### src/rtl/cgol_memory_controller_if.sv
// Bus between the cell-logic/control side and the Game of Life board storage.
// The master drives requests and top-FSM state; the slave (storage) returns board data.
interface cgol_memory_controller_if #(
  parameter int GEN_WIDTH = 16
);
  logic [1:0]           i_state_top;
  logic [1:0]           memory_operation;
  logic [5:0]           memory_operation_address;
  logic                 i_data;
  logic                 i_load;
  logic [63:0]          i_load_board;
  logic                 o_data;
  logic [63:0]          o_board;
  logic [6:0]           o_population;
  logic [GEN_WIDTH-1:0] o_generation;
  logic                 o_cycle_done;

  modport master (
    output i_state_top, memory_operation, memory_operation_address,
           i_data, i_load, i_load_board,
    input  o_data, o_board, o_population, o_generation, o_cycle_done
  );

  modport slave (
    input  i_state_top, memory_operation, memory_operation_address,
           i_data, i_load, i_load_board,
    output o_data, o_board, o_population, o_generation, o_cycle_done
  );
endinterface

### src/rtl/cgol_memory_controller.sv
// Double-buffered 8x8 Game of Life board: cell logic reads the current board and
// writes the next one; the next board is promoted once per CYCLE_REGISTERS interval.
module cgol_memory_controller #(
  parameter logic [63:0] INIT_PATTERN = 64'h0000_0000_0000_0000,
  parameter int          GEN_WIDTH    = 16
) (
  input logic                     clk,
  input logic                     rst_n,
  cgol_memory_controller_if.slave bus
);

  typedef enum logic [1:0] {
    TOP_PROCESS_GAME = 2'b00,
    TOP_CYCLE_REGS   = 2'b01,
    TOP_PROCESS_OUT  = 2'b10,
    TOP_PAUSE        = 2'b11
  } top_state_e;

  typedef enum logic [1:0] {
    OP_READ  = 2'b00,
    OP_WRITE = 2'b01,
    OP_IDLE  = 2'b10,
    OP_NONE  = 2'b11
  } mem_op_e;

  typedef enum logic {
    ST_RUN  = 1'b0,
    ST_WAIT = 1'b1
  } state_e;

  state_e               state_q, state_d;
  logic [63:0]          rd_board_q, rd_board_d;
  logic [63:0]          wr_board_q, wr_board_d;
  logic                 data_q, data_d;
  logic [6:0]           pop_q, pop_d;
  logic [GEN_WIDTH-1:0] gen_q, gen_d;
  logic                 done_q, done_d;

  function automatic logic [6:0] popcount64(input logic [63:0] v);
    logic [6:0] s;
    s = '0;
    for (int i = 0; i < 64; i++) s = s + 7'(v[i]);
    return s;
  endfunction

  logic [6:0] wr_pop;
  logic [6:0] load_pop;
  logic       in_game;

  assign wr_pop   = popcount64(wr_board_q);
  assign load_pop = popcount64(bus.i_load_board);
  assign in_game  = (bus.i_state_top == TOP_PROCESS_GAME);

  always_comb begin
    state_d    = state_q;
    rd_board_d = rd_board_q;
    wr_board_d = wr_board_q;
    data_d     = data_q;
    pop_d      = pop_q;
    gen_d      = gen_q;
    done_d     = 1'b0;

    // Cell-logic accesses; writes land in the next board only, so no bypass exists.
    if (in_game) begin
      if (bus.memory_operation == OP_READ)
        data_d = rd_board_q[bus.memory_operation_address];
      else if (bus.memory_operation == OP_WRITE)
        wr_board_d[bus.memory_operation_address] = bus.i_data;
    end

    unique case (state_q)
      ST_RUN: begin
        if (bus.i_state_top == TOP_CYCLE_REGS) begin
          rd_board_d = wr_board_q;
          pop_d      = wr_pop;
          gen_d      = gen_q + 1'b1;
          done_d     = 1'b1;
          state_d    = ST_WAIT;
        end else if (bus.i_state_top == TOP_PAUSE && bus.i_load) begin
          rd_board_d = bus.i_load_board;
          wr_board_d = bus.i_load_board;
          pop_d      = load_pop;
          gen_d      = '0;
        end
      end
      ST_WAIT: begin
        // Holding here makes a long CYCLE_REGISTERS phase promote only once.
        if (bus.i_state_top != TOP_CYCLE_REGS) state_d = ST_RUN;
      end
      default: state_d = ST_RUN;
    endcase
  end

  always_ff @(posedge clk) begin
    if (!rst_n) begin
      state_q    <= ST_RUN;
      rd_board_q <= INIT_PATTERN;
      wr_board_q <= '0;
      data_q     <= 1'b0;
      pop_q      <= '0;
      gen_q      <= '0;
      done_q     <= 1'b0;
    end else begin
      state_q    <= state_d;
      rd_board_q <= rd_board_d;
      wr_board_q <= wr_board_d;
      data_q     <= data_d;
      pop_q      <= pop_d;
      gen_q      <= gen_d;
      done_q     <= done_d;
    end
  end

  assign bus.o_data       = data_q;
  assign bus.o_board      = rd_board_q;
  assign bus.o_population = pop_q;
  assign bus.o_generation = gen_q;
  assign bus.o_cycle_done = done_q;

endmodule

### src/flat_wrapper.sv
// flat-port wrapper written by rule: the top's interface ports become plain ports
module cgol_memory_controller_flat 
#(
  parameter logic [63:0] INIT_PATTERN = 64'h0000_0000_0000_0000,
  parameter int          GEN_WIDTH    = 16
)
  (clk, rst_n, bus_i_state_top, bus_memory_operation, bus_memory_operation_address, bus_i_data, bus_i_load, bus_i_load_board, bus_o_data, bus_o_board, bus_o_population, bus_o_generation, bus_o_cycle_done);
  cgol_memory_controller_if #(.GEN_WIDTH(GEN_WIDTH)) bus_i ();
  input logic clk;
  input logic rst_n;
  input wire logic [$bits(bus_i.i_state_top)-1:0] bus_i_state_top;
  input wire logic [$bits(bus_i.memory_operation)-1:0] bus_memory_operation;
  input wire logic [$bits(bus_i.memory_operation_address)-1:0] bus_memory_operation_address;
  input wire logic [$bits(bus_i.i_data)-1:0] bus_i_data;
  input wire logic [$bits(bus_i.i_load)-1:0] bus_i_load;
  input wire logic [$bits(bus_i.i_load_board)-1:0] bus_i_load_board;
  output wire logic [$bits(bus_i.o_data)-1:0] bus_o_data;
  output wire logic [$bits(bus_i.o_board)-1:0] bus_o_board;
  output wire logic [$bits(bus_i.o_population)-1:0] bus_o_population;
  output wire logic [$bits(bus_i.o_generation)-1:0] bus_o_generation;
  output wire logic [$bits(bus_i.o_cycle_done)-1:0] bus_o_cycle_done;
  assign bus_i.i_state_top = bus_i_state_top;
  assign bus_i.memory_operation = bus_memory_operation;
  assign bus_i.memory_operation_address = bus_memory_operation_address;
  assign bus_i.i_data = bus_i_data;
  assign bus_i.i_load = bus_i_load;
  assign bus_i.i_load_board = bus_i_load_board;
  assign bus_o_data = bus_i.o_data;
  assign bus_o_board = bus_i.o_board;
  assign bus_o_population = bus_i.o_population;
  assign bus_o_generation = bus_i.o_generation;
  assign bus_o_cycle_done = bus_i.o_cycle_done;
  cgol_memory_controller #(.INIT_PATTERN(INIT_PATTERN), .GEN_WIDTH(GEN_WIDTH)) u_core (.clk(clk), .rst_n(rst_n), .bus(bus_i));
endmodule
### config.mk
export PLATFORM = sky130hd
export DESIGN_NAME = cgol_memory_controller_flat
export DESIGN_NICKNAME = d
export VERILOG_FILES = /design/src/rtl/cgol_memory_controller_if.sv /design/src/rtl/cgol_memory_controller.sv /design/src/flat_wrapper.sv
export SDC_FILE = /design/constraint.sdc
export NUM_CORES = 1
export LEC_CHECK = 0
export BUFFER_PORTS_ARGS = -buffer_cell sky130_fd_sc_hd__buf_2
export CORE_UTILIZATION = 60
export CTS_CLUSTER_SIZE = 12
export DETAILED_ROUTE_END_ITERATION = 8
export PLACE_DENSITY = 0.8
export SLEW_MARGIN = 20
export SYNTH_ARGS = -nofsm -noshare
export SYNTH_HDL_FRONTEND = slang
export SYNTH_SLANG_ARGS = --single-unit
### constraint.sdc
create_clock -name clk -period 26.6 [get_ports clk]
set_clock_uncertainty 0.05 [all_clocks]
set_input_delay 7.98 -clock clk [delete_from_list [all_inputs] [get_ports clk]]
set_output_delay 7.98 -clock clk [all_outputs]
set_load 0.02 [all_outputs]
==> impl_summary.md, run 1 <==
Routing
The total detailed-routing wirelength is 35500 um. The DRC violations left is 0. The detail route stage leaves a number of antenna-violating nets equal to 0. The length of the first detailed-routing pass in iterations is 7.

The first routing iteration left 1036 violations. The detail-routed net length per standard cell is 21.3 um. Using the TritonRoute via totals, the vias-per-cell ratio works out to 6.15. The via count is 10200.

Timing
The worst hold slack is 0.433 ns. The worst pin sits at a relative slew slack of 0.256. The share of the clock period used by the worst path is 0.518. Based on the critical path, the design can be clocked at up to 72.5 MHz. Setup repair after global routing left no endpoint under its margin. The final number of max-transition violations is 0. The final critical-path setup slack is 12.82 ns. The summed negative setup slack over all endpoints is 0 ns. The count of final setup violators is 0. The minimum clock period is 13.78 ns. The hold violation count in the final report is 0. For the pin with the worst max-slew slack, the measured transition is 1.11 ns.

Placement
The placed cell count is 1633. Port buffering added 166 buffers. The estimated wirelength of the detail-placed design is 25600 um.

The final estimated routing congestion in global placement is 0.996. At the placement stage, the worst setup path has a slack of 12.36 ns.

Power and ir drop
The analysis attributes to cell leakage a power of 5.62 nW. In this run the power density over the cells is 120 mW/mm^2. The total power draw is 0.00153 W. VDD sags by at most 0.207 mV.

Clock network
The CTS buffer count is 17. Post-CTS timing repair inserted 0 buffers for setup. CTS built an H-tree with a depth of 4.

TritonCTS built the clock tree. The tree is rooted in a sky130_fd_sc_hd__clkbuf_16. For the worst-skew pair, the clock arrives at the later sink with an insertion delay of 0.45 ns. The clock passes through at most 2 buffers. The number of clock sinks seen by CTS is 154.

The number of cells upsized or downsized after cts is 0. The clock-pin slew reported for the worst setup and hold paths after clock tree synthesis is 0.07 ns. The cts-stage hold buffer count is 0.

Global route
The total global-route track usage is 0.381. The first global-routing pass estimated 55600 um of wire. The via count of the first global-routing pass is 9939.

The total overflow left after global routing is 0. The largest net degree at the start of global routing is 107. The initial antenna violation count was 0.

Synthesis
The async set-reset flop share out of synthesis is 0. The cell area that synthesis handed to floorplanning was 0.0113 mm^2. The share of the Yosys chip area taken by registers is 0.272.

The cell taking the most area after synthesis is sky130_fd_sc_hd__dfxtp_1. The mean instance size in the synthesized netlist is 8.58 um^2. The synthesized design contains 154 register bits. The synthesized net count is 1541. The number of synthesis warnings is 0. For this run, the leading register cell type out of synthesis is sky130_fd_sc_hd__dfxtp_1. Ranked by total cell area, the synthesized netlist is headed by sky130_fd_sc_hd__dfxtp_1 27%, sky130_fd_sc_hd__fa_1 19%, sky130_fd_sc_hd__inv_1 6.3%. The post-synthesis instance total is 1322. The share of synthesized area in the top cell type comes to 0.272. Ranked by instance count, the synthesized netlist is headed by 190 x sky130_fd_sc_hd__inv_1, 186 x sky130_fd_sc_hd__nor2_1, 154 x sky130_fd_sc_hd__dfxtp_1. Yosys mapped a number of flops with a built-in enable equal to 0. The post-synthesis cell type count is 54. Yosys instantiated no cell more often than sky130_fd_sc_hd__inv_1.

Min path
The worst hold path belongs to the class reg -> reg. In this run the most critical hold path is launched from u_core.bus.o_board[35].

Setup path
The nature of the critical path endpoint is a flip-flop. The critical path goes through buf_2 -> ha_1 -> inv_1 -> fa_1 -> fa_1 -> fa_1 -> fa_1 -> fa_1 -> fa_1 -> fa_1 -> fa_1 -> inv_1 -> fa_1 -> fa_1 -> a21o_1 -> a21o_1 -> xor2_1 -> a211oi_1 -> nor3_1. Among the stages of the critical path, the cell type that occurs most often is sky130_fd_sc_hd__fa_1. At the worst endpoint, the required time is 26.84 ns.

Along the worst path, the maximum fanout reaches 3. At the worst endpoint, the arrival time is 14.02 ns. Tracing the worst setup path back leads to its startpoint at bus_i_load_board[0]. The category of the most critical setup path is in -> reg.

The master of the slowest instance on the critical path is sky130_fd_sc_hd__fa_1. On the worst path, the slowest cell contributes a delay of 0.57 ns. The startpoint of the most critical register-to-register path is u_core.wr_board_q[1]. The critical path buffer and inverter count is 3. STA classifies the critical path startpoint as an input pin. The cell family contributing the most delay on the critical path is adder cells.

Cells and area
Compared with the post-synthesis result, the final layout area differs by 12.7%. Of the cells placed in the final design, the portion with a size suffix greater than 1 is 0.180. The number of nets in the final layout is 1642.

The repair_antennas step left the layout with diodes totalling 0. The count of placed standard cells in the final layout, fillers left out is 1665.

Die
For this design the top-level I/O count stands at 167. The die is 139 um tall. The area of the die is 0.0194 mm^2.

The initial core utilization is 0.621. The die span in x is 139 um. The region available for standard cell placement spans 0.0183 mm^2.

The number of placement rows is 49.

Job
Max-cap violations in this run came to 0.

Status
The flow ran to the end, and the final reports show no timing, DRC or antenna violations.
-- placed cells by master (no fill, tap or decap), types with 7 or more instances in the layout --
cell                        count
sky130_fd_sc_hd__nand2_1       84
sky130_fd_sc_hd__o21ai_1       24
sky130_fd_sc_hd__buf_2        166
sky130_fd_sc_hd__ha_1          33
sky130_fd_sc_hd__a311oi_1      29
sky130_fd_sc_hd__nor4_2        22
sky130_fd_sc_hd__mux2i_1       52
sky130_fd_sc_hd__o211ai_1      25
sky130_fd_sc_hd__buf_4          7
sky130_fd_sc_hd__a211oi_1      54
sky130_fd_sc_hd__mux2_2         7
sky130_fd_sc_hd__a21oi_1       52
sky130_fd_sc_hd__nor2b_1        8
sky130_fd_sc_hd__nand2b_1       8
sky130_fd_sc_hd__nand4_1        7
sky130_fd_sc_hd__dfxtp_1      154
sky130_fd_sc_hd__o21ai_0       41
sky130_fd_sc_hd__fa_1         108
sky130_fd_sc_hd__xor2_1         9
sky130_fd_sc_hd__clkbuf_16     17
sky130_fd_sc_hd__inv_1        190
sky130_fd_sc_hd__nor3_2         8
sky130_fd_sc_hd__nand3_1       44
sky130_fd_sc_hd__nor2_1       186
sky130_fd_sc_hd__xnor2_1        7
-- logic make-up after synthesis --
family,after synthesis,share of synthesized area
buffers and inverters,284,0.0971
and+or+nand+nor,405,0.176
adders and majority gates,141,0.227
DFF,154,0.272
muxes,65,0.0648
xor gates and xnor gates,16,0.0124
AOI/OAI and AO/OA,257,0.150
-- flip-flops by register name, summed over array words and instances, names as in the netlist --
register                 count
u_core.bus.o_data            1
u_core.wr_board_q           64
u_core.bus.o_cycle_done      1
u_core.bus.o_board          64
u_core.state_q               1
u_core.bus.o_population      7
u_core.bus.o_generation     16
-- final cells by class --
type                    instances  area (um^2)
flip-flops and latches        154         3080
fillers                      1453         5500
well taps                     229          287
clock buffers                  17          425
inverters                     192          722
clock inverters                15          173
multi-input cells             884         7190
repair buffers                174          895
-- power breakdown --
group | switching (W) | internal (W) | total, W
Sequential | 0.0000120 | 0.000246 | 0.000258
Clock | 0.000118 | 0.000135 | 0.000253
Combinational | 0.000574 | 0.000444 | 0.00102
Total | 0.000704 | 0.000825 | 0.00153
-- final timing paths --
kind                                end  slack, ns  cells after the start
min              u_core.bus.o_board[35]       0.43                      2
max reg2reg  u_core.bus.o_population[6]      19.76                     19
max          u_core.bus.o_population[4]      12.82                     19
min reg2reg      u_core.bus.o_board[35]       0.43                      2
-- metrics by stage --
stage | instance area (um^2) | utilization
2_1_floorplan | 11300 | -
3_3_place_gp | 12200 | 0.666
3_5_place_dp | 12200 | 0.666
4_1_cts | 12800 | 0.699
5_1_grt | 12800 | 0.699
6_report | 12800 | 0.699
-- worst register-to-register path: cells and delay by family, from the launching register on --
kind	cells	cell delay (ns)
adders and majority gates	11	5.20
AOI/OAI and AO/OA	5	0.95
DFF	1	0.34
buffers and inverters	2	0.09
and+or+nand+nor	1	0.05
-- layer usage --
metal  track usage  wire [um]  part of all wire
met1         0.495      14000              0.39
met3        0.0719       3530             0.099
met5             0          0                 0
met2         0.588      15800              0.45
met4         0.241       2170             0.061
Power figures use the tool's default switching activity.
==> run 2, diff against run 1 <==
- CORE_UTILIZATION: 60 -> 53
- PLACE_DENSITY: 0.8 -> 0.75
- clock period: 26.6 -> 11.16 ns (I/O delays scaled with it)
==> impl_summary.md, run 2 (synthesis results as in run 1) <==
Routing
The detailed-route vias per instance is 5.96 (was 6.15). The via count is 10200 (about the same). The number of violations reported at the end of detailed-routing iteration 0 came to 917 (was 1036). The DRC violations left came to 0 (unchanged). The total detailed-routing wirelength is 36300 um (was 35500 um). The number of routed nets with antenna violations is 0 (unchanged). The length of the first detailed-routing pass in iterations is 6 (was 7). The detail-routed net length per standard cell is 21.2 um (was 21.3 um).

Setup path
The endpoint required time on the critical path came to 11.40 ns (was 26.84 ns). The path depth of the worst reg2reg path was 19 (unchanged). The nature of the critical path endpoint is a flip-flop (unchanged). The highest net fanout along the worst path is 3 (unchanged).

The top cell family by delay on the critical path is adder cells (unchanged). The dominant cell type by count on the critical path was sky130_fd_sc_hd__fa_1 (unchanged). Worst-path cell chain: buf_2 -> ha_1 -> inv_1 -> fa_1 -> fa_1 -> fa_1 -> fa_1 -> fa_1 -> fa_1 -> fa_1 -> fa_1 -> inv_1 -> fa_1 -> fa_1 -> a21o_1 -> a21o_1 -> xor2_1 -> a211oi_1 -> nor3_1 (unchanged). The master of the slowest instance on the critical path is sky130_fd_sc_hd__fa_1 (unchanged).

The critical path startpoint category is an input pin (unchanged). The category of the most critical setup path is in -> reg (unchanged). The worst path arrival time was 9.43 ns (was 14.02 ns).

The number of cells on the critical path was 19 (unchanged). The critical path buffer and inverter count came to 3 (unchanged). The stage delay of the slowest cell on the critical path was 0.55 ns (was 0.57 ns).

Timing
The relative max-transition margin is 0.269 (was 0.256). The minimum clock period is 9.19 ns. The count of final setup violators was 0 (unchanged). The hold violation count in the final report was 0 (unchanged). Setup repair after global routing missed its margin: no (unchanged). The slew at the pin closest to its max-slew limit is 1.09 ns (was 1.11 ns). The share of the clock period used by the worst path is 0.823. The fmax is 109 MHz. The final number of max-transition violations is 0 (unchanged). The summed negative setup slack over all endpoints is 0 ns (unchanged).

Global route
The total global-route track usage is 0.342 (was 0.381). The largest net degree at the start of global routing came to 81 (was 107). The initial antenna violation count is 0 (unchanged). The via count of the first global-routing pass was 9723 (was 9939).

The first-pass GRT wire length is 55600 um (about the same). The overall overflow remaining after global route is 0 (unchanged).

Power and ir drop
The leakage power is 5.60 nW (was 5.62 nW). The power per cell area was 281 mW/mm^2 (was 120 mW/mm^2). The worst-case vdd ir drop was 0.454 mV (was 0.207 mV).

Clock network
The clock-pin slew reported for the worst setup and hold paths after clock tree synthesis is 0.07 ns (about the same). The TritonCTS clock tree was built (unchanged). The CTS buffer count was 17 (unchanged). The clock tree root driver cell is sky130_fd_sc_hd__clkbuf_16 (unchanged). The number of buffers on the longest clock path is 2 (unchanged). The count of H-tree levels built during CTS is 4 (unchanged). The number of clock sinks seen by CTS is 154 (unchanged). The cts-stage hold buffer count is 0 (unchanged). The number of cells upsized or downsized after cts is 0 (unchanged).

The insertion delay of the later-clocked pin in the worst-skew pair is 0.44 ns (was 0.45 ns). The number of buffers inserted to repair setup after CTS is 0 (unchanged).

Cells and area
The final design utilization was 0.609 (was 0.699). The area overhead of the layout relative to synthesis was 12.9% (was 12.7%). The number of diodes came to 0 (unchanged). The leading cell type in the layout, fill and taps excluded is sky130_fd_sc_hd__inv_1 (unchanged). The number of nets in the final layout is 1643 (was 1642). The number of filler cells placed in the layout is 1823 (was 1453).

The fraction of layout cells with a size suffix above 1 is 0.180 (about the same). Most used cells in the layout excluding fill and tap cells: 190 x sky130_fd_sc_hd__inv_1, 186 x sky130_fd_sc_hd__nor2_1, 166 x sky130_fd_sc_hd__buf_2 (unchanged).

Job
The number of violations of the max-capacitance limit is 0 (unchanged).

Die
The placeable core region is 0.0210 mm^2 (was 0.0183 mm^2). The initial core utilization was 0.539 (was 0.621). The die span in x is 148 um (was 139 um).

The number of ports placed on the die boundary was 167 (unchanged). The area of the die was 0.0220 mm^2 (was 0.0194 mm^2). The number of placement rows is 53 (was 49). The vertical extent of the die came to 148 um (was 139 um).

Min path
The number of instances on the worst hold path is 2 (unchanged). The type of the worst min-delay path is reg -> reg (unchanged).

Placement
The final estimated routing congestion in global placement is 0.990 (was 0.996). The estimated wirelength of the detail-placed design was 26300 um (was 25600 um). The quantity of I/O buffers inserted on ports came to 166 (unchanged).

Status
Status: complete, no violations (unchanged).
-- run 2: cell types whose count changed in the layout (fill, tap and decap cells not counted), moves of 2 or more --
| cell | delta |
|---|---|
| sky130_fd_sc_hd__buf_4 | +2 |
| sky130_fd_sc_hd__clkinvlp_4 | +2 |
| sky130_fd_sc_hd__inv_8 | -4 |
| sky130_fd_sc_hd__clkinv_2 | +2 |
-- run 2: cell type report --
cell class / count / area, um^2 / area share
timing repair buffer: 175 / 898 / 0.0702
multi-input combinational: 884 / 7190 / 0.562
clock buffer: 18 / 429 / 0.0335
tap: 275 / 344 / 0.0269
sequential: 154 / 3080 / 0.241
clock inverter: 14 / 136 / 0.0107
inverter: 192 / 722 / 0.0564
-- run 2: worst min-delay path, cell delays in order (launching register included) --
cell,delay [ns]
sky130_fd_sc_hd__dfxtp_1,0.31
sky130_fd_sc_hd__nand2_1,0.05
sky130_fd_sc_hd__a21oi_1,0.05
-- run 2: metrics by stage --
stage / hold slack [ns] / setup WS [ns] / power, W / instance area, um^2 / std cells
floorplan: 0.377 / 1.93 / 0.00245 / 11300 / 1322
global placement: 0.399 / 1.58 / 0.00294 / 12200 / 1680
detailed placement: 0.405 / 1.50 / 0.00297 / 12200 / 1680
CTS: 0.417 / 1.95 / 0.00359 / 12800 / 1712
global route: 0.441 / 1.71 / 0.00398 / 12800 / 1712
finish: 0.416 / 1.97 / 0.00360 / 12800 / 1712
-- run 2: routing by layer --
metal,global-route usage,part of all wire,up-vias
li1,-,-,4628
met1,0.453,0.40,4895
met2,0.528,0.45,574
met3,0.0672,0.095,100
met4,0.185,0.053,0
met5,0,0,-
-- run 2: path summary, 6_finish.rpt --
check / start / slack (ns) / end
worst min register to register: u_core.bus.o_population[2] / 0.42 / u_core.bus.o_population[2]
worst max register to register: u_core.wr_board_q[0] / 4.27 / u_core.bus.o_population[6]
worst min-delay path: u_core.bus.o_population[2] / 0.42 / u_core.bus.o_population[2]
worst max-delay path: bus_i_load_board[0] / 1.97 / u_core.bus.o_population[4]
-- run 2: where the power goes --
group	leakage, nW	internal (W)	switching, W
Combinational	4.07	0.00105	0.00135
Clock	0.267	0.000312	0.000268
Sequential	1.26	0.000588	0.0000287
==> run 3, diff against run 2 <==
- ABC_AREA: unset -> 1
- CORE_UTILIZATION: 53 -> 59
- PLACE_DENSITY: 0.75 -> 0.79
- clock period: 11.16 -> 8.6 ns (I/O delays scaled with it)
==> impl_summary.md, run 3 <==
Global route
The met3 global-route usage is 0.123 (was 0.0672). The layer with the highest usage is met2 (unchanged). The largest net degree at the start of global routing is 109 (was 81). The first-pass GRT wire length came to 57500 um (was 55600 um). The initial antenna violation count came to 0 (unchanged).

The overall overflow remaining after global route came to 0 (unchanged). The total global-route track usage is 0.381 (was 0.342). The routing usage on met2 is 0.576 (was 0.528). The met1 global-route usage is 0.493 (was 0.453).

The via count of the first global-routing pass is 10700 (was 9723).

Cells and area
The area overhead of the layout relative to synthesis is 12.8% (was 12.9%). The number of diodes is 0 (unchanged). The final design utilization is 0.686 (was 0.609). The number of nets in the final layout was 1921 (was 1643). Most used cells in the layout excluding fill and tap cells: 348 x sky130_fd_sc_hd__inv_1, 273 x sky130_fd_sc_hd__nand2_1, 213 x sky130_fd_sc_hd__o21ai_0 (was 190 x sky130_fd_sc_hd__inv_1, 186 x sky130_fd_sc_hd__nor2_1, 166 x sky130_fd_sc_hd__buf_2). The count of placed standard cells in the final layout, fillers left out was 1973 (was 1712). The fraction of layout cells with a size suffix above 1 is 0.134 (was 0.180). The leading cell type in the layout, fill and taps excluded is sky130_fd_sc_hd__inv_1 (unchanged).

Timing
The final number of max-transition violations is 0 (unchanged). The count of final setup violators was 0 (unchanged). The relative max-transition margin is 0.317 (was 0.269). The slew at the pin closest to its max-slew limit is 1.02 ns (was 1.09 ns). The summed negative setup slack over all endpoints came to 0 ns (unchanged). Setup repair after global routing missed its margin: no (unchanged). The fmax is 120 MHz. The clock period could shrink to 8.33 ns. The share of the clock period used by the worst path is 0.968.

The hold violation count in the final report is 0 (unchanged).

Setup path
The nature of the critical path endpoint is a flip-flop (unchanged). The category of the most critical setup path is in -> reg (unchanged). The critical path startpoint category was an input pin (unchanged).

The highest net fanout along the worst path is 3 (unchanged). The worst path arrival time is 8.57 ns (was 9.43 ns). The endpoint required time on the critical path was 8.84 ns (was 11.40 ns).

Placement
The estimated wirelength of the detail-placed design is 26000 um (was 26300 um). The placed cell count came to 1943 (was 1680). The quantity of I/O buffers inserted on ports is 166 (unchanged). The final estimated routing congestion in global placement is 0.983 (was 0.990).

Power and ir drop
The relative contribution of sequential cells to total power came to 0.180 (was 0.171). The leakage power is 6.62 nW (was 5.60 nW). The fraction of power consumed by combinational cells came to 0.642 (was 0.668).

The switching power summed over all nets was 0.00214 W (was 0.00165 W). The fraction of power spent switching nets is 0.471 (was 0.458). The total power draw is 0.00455 W (was 0.00360 W). The clock network fraction of total power is 0.178 (was 0.161). The power per cell area came to 350 mW/mm^2 (was 281 mW/mm^2). The internal power contribution is 0.00241 W (was 0.00195 W). The worst-case vdd ir drop came to 0.687 mV (was 0.454 mV).

Synthesis
Top cells by count, synth: 349 x sky130_fd_sc_hd__inv_1, 274 x sky130_fd_sc_hd__nand2_1, 213 x sky130_fd_sc_hd__o21ai_0 (was 190 x sky130_fd_sc_hd__inv_1, 186 x sky130_fd_sc_hd__nor2_1, 154 x sky130_fd_sc_hd__dfxtp_1). The most frequent cell after synthesis is sky130_fd_sc_hd__inv_1 (unchanged). The post-synthesis compound-gate area fraction is 0.200 (was 0.150). The mean instance size in the synthesized netlist is 7.23 um^2 (was 8.58 um^2). The multiplexer share of the synthesized area was 0 (was 0.0648). The post-synthesis cell type count is 34 (was 54). The async set-reset flop share out of synthesis is 0 (unchanged). The synthesized net count was 1812 (was 1541). The area share of and/or/nand/nor cells after synthesis is 0.158 (was 0.176). The flip-flop cell with the highest count after synthesis is sky130_fd_sc_hd__dfxtp_1 (unchanged). The dominant combinational cell family by area after synthesis is adder cells (unchanged). The combined area of all synthesized cells is 0.0115 mm^2 (was 0.0113 mm^2). The cell taking the most area after synthesis is sky130_fd_sc_hd__dfxtp_1 (unchanged). The flip-flop and latch count after synthesis is 154 (unchanged). The post-synthesis instance total was 1593 (was 1322).

The share of Yosys cell area claimed by the top area cell type was 0.268 (was 0.272). Cell types with the largest area share after synthesis: sky130_fd_sc_hd__dfxtp_1 27%, sky130_fd_sc_hd__fa_1 19%, sky130_fd_sc_hd__inv_1 11% (was sky130_fd_sc_hd__dfxtp_1 27%, sky130_fd_sc_hd__fa_1 19%, sky130_fd_sc_hd__inv_1 6.3%). The sequential fraction of the synthesis area was 0.268 (was 0.272). The count of flip-flops with a built-in enable after synthesis is 0 (unchanged). The xor and xnor fraction of the mapped netlist area is 0.00228 (was 0.0124). The area share of fa/ha/maj cells after synthesis is 0.223 (was 0.227).

The number of synthesis warnings is 0 (unchanged).

Clock network
The insertion delay of the later-clocked pin in the worst-skew pair is 0.44 ns (about the same). The CTS buffer count is 17 (unchanged). The number of clock sinks seen by CTS is 154 (unchanged).

The clock tree root driver cell is sky130_fd_sc_hd__clkbuf_16 (unchanged). The number of buffers inserted to repair setup after CTS is 0 (unchanged). The TritonCTS clock tree is built (unchanged). The count of H-tree levels built during CTS is 4 (unchanged). The clock-pin slew reported for the worst setup and hold paths after clock tree synthesis is 0.06 ns (was 0.07 ns). The number of buffers on the longest clock path came to 2 (unchanged).

Die
The number of placement rows is 50 (was 53). The placeable core region is 0.0190 mm^2 (was 0.0210 mm^2). The initial core utilization came to 0.608 (was 0.539). The area of the die is 0.0201 mm^2 (was 0.0220 mm^2). The die span in x is 142 um (was 148 um). The vertical extent of the die is 142 um (was 148 um). The number of ports placed on the die boundary is 167 (unchanged).

Routing
The total detailed-routing wirelength was 37100 um (was 36300 um). The detail-routed net length per standard cell is 18.8 um (was 21.2 um). The number of violations reported at the end of detailed-routing iteration 0 is 1515 (was 917). The number of routed nets with antenna violations is 0 (unchanged). The DRC violations left is 0 (unchanged). The detailed-route vias per instance is 5.81 (was 5.96). The length of the first detailed-routing pass in iterations was 8 (was 6). The via count is 11500 (was 10200).

Status
Status: complete, no violations (unchanged).

Min path
The type of the worst min-delay path is reg -> reg (unchanged).

Job
The number of violations of the max-capacitance limit is 0 (unchanged).
[run 3: cell types whose count changed in the layout (fill, tap and decap cells not counted), moves of 21 or more]
cell / before / now
sky130_fd_sc_hd__o31ai_1: 0 / 52
sky130_fd_sc_hd__a31oi_1: 1 / 67
sky130_fd_sc_hd__nor4_2: 22 / 0
sky130_fd_sc_hd__a211oi_1: 54 / 1
sky130_fd_sc_hd__nor2_1: 186 / 88
sky130_fd_sc_hd__mux2i_1: 52 / 0
sky130_fd_sc_hd__o21ai_0: 41 / 213
sky130_fd_sc_hd__inv_1: 190 / 348
sky130_fd_sc_hd__o21ai_1: 24 / 3
sky130_fd_sc_hd__a311oi_1: 29 / 0
sky130_fd_sc_hd__nand2_1: 84 / 273
[run 3: cell type report]
cell class / count / area, um^2
multi-input combinational: 999 / 6740
fill: 1604 / 5960
clock buffer: 20 / 437
inverter: 353 / 1330
sequential: 154 / 3080
clock inverter: 10 / 169
tap: 260 / 325
timing repair buffer: 177 / 913
[run 3: power groups by stage]
stage / Combinational (W) / Sequential (W) / Clock [W]
2_1_floorplan: 0.00214 / 0.000865 / 0
3_3_place_gp: 0.00275 / 0.000831 / 0
3_5_place_dp: 0.00284 / 0.000831 / 0
4_1_cts: 0.00288 / 0.000816 / 0.000806
5_1_grt: 0.00330 / 0.000824 / 0.000837
6_report: 0.00292 / 0.000819 / 0.000811
[run 3: critical path: stages]
cell and delay, ns:
sky130_fd_sc_hd__buf_2 0.11, sky130_fd_sc_hd__ha_1 0.28, sky130_fd_sc_hd__inv_1 0.07, sky130_fd_sc_hd__fa_1 0.44
sky130_fd_sc_hd__fa_2 0.62, sky130_fd_sc_hd__fa_1 0.48, sky130_fd_sc_hd__fa_1 0.56, sky130_fd_sc_hd__fa_1 0.45
sky130_fd_sc_hd__fa_1 0.55, sky130_fd_sc_hd__fa_1 0.43, sky130_fd_sc_hd__fa_1 0.49, sky130_fd_sc_hd__inv_1 0.05
sky130_fd_sc_hd__fa_1 0.43, sky130_fd_sc_hd__fa_1 0.44, sky130_fd_sc_hd__nand3_1 0.09, sky130_fd_sc_hd__nand2_1 0.09
sky130_fd_sc_hd__a21oi_1 0.14, sky130_fd_sc_hd__nor2_1 0.05, sky130_fd_sc_hd__o21ai_0 0.16, sky130_fd_sc_hd__a21oi_1 0.09
[run 3: final timing paths]
| path | depth (start not counted) | endpoint | start | slack, ns |
|---|---|---|---|---|
| hold / removal | 1 | u_core.bus.o_cycle_done | u_core.state_q | 0.38 |
| hold reg to reg | 1 | u_core.bus.o_cycle_done | u_core.state_q | 0.38 |
| setup reg to reg | 20 | u_core.bus.o_population[4] | u_core.wr_board_q[0] | 2.06 |
| setup / recovery | 20 | u_core.bus.o_population[6] | bus_i_load_board[0] | 0.27 |
[run 3: logic make-up after synthesis]
kind of cell | count (synthesis)
buffers and inverters | 440
flip-flops | 154
AO/OA/AOI/OAI | 411
XOR/XNOR | 3
AND/OR/NAND/NOR | 444
adder cells (fa/ha/maj) | 141
[run 3: routing by layer]
layer / wire length, um / part of all wire
met2: 16300 / 0.44
met1: 14000 / 0.38
met3: 4980 / 0.13
met4: 1890 / 0.051
met5: 0 / 0
[run 3: per-stage QoR]
stage	area, um^2	hold WS (ns)	worst slack [ns]
6_report	13000	0.380	0.273
3_3_place_gp	12400	0.365	-0.0443
3_5_place_dp	12400	0.374	-0.167
4_1_cts	13000	0.383	0.244
5_1_grt	13000	0.402	0.0111
2_1_floorplan	11500	0.351	0.397
[run 3: timing repair]
item / 4_1_cts / 5_1_grt
hold buffers: 0 / 0
endpoints found under the setup margin: 0 / 1
gates resized for setup: 0 / 1
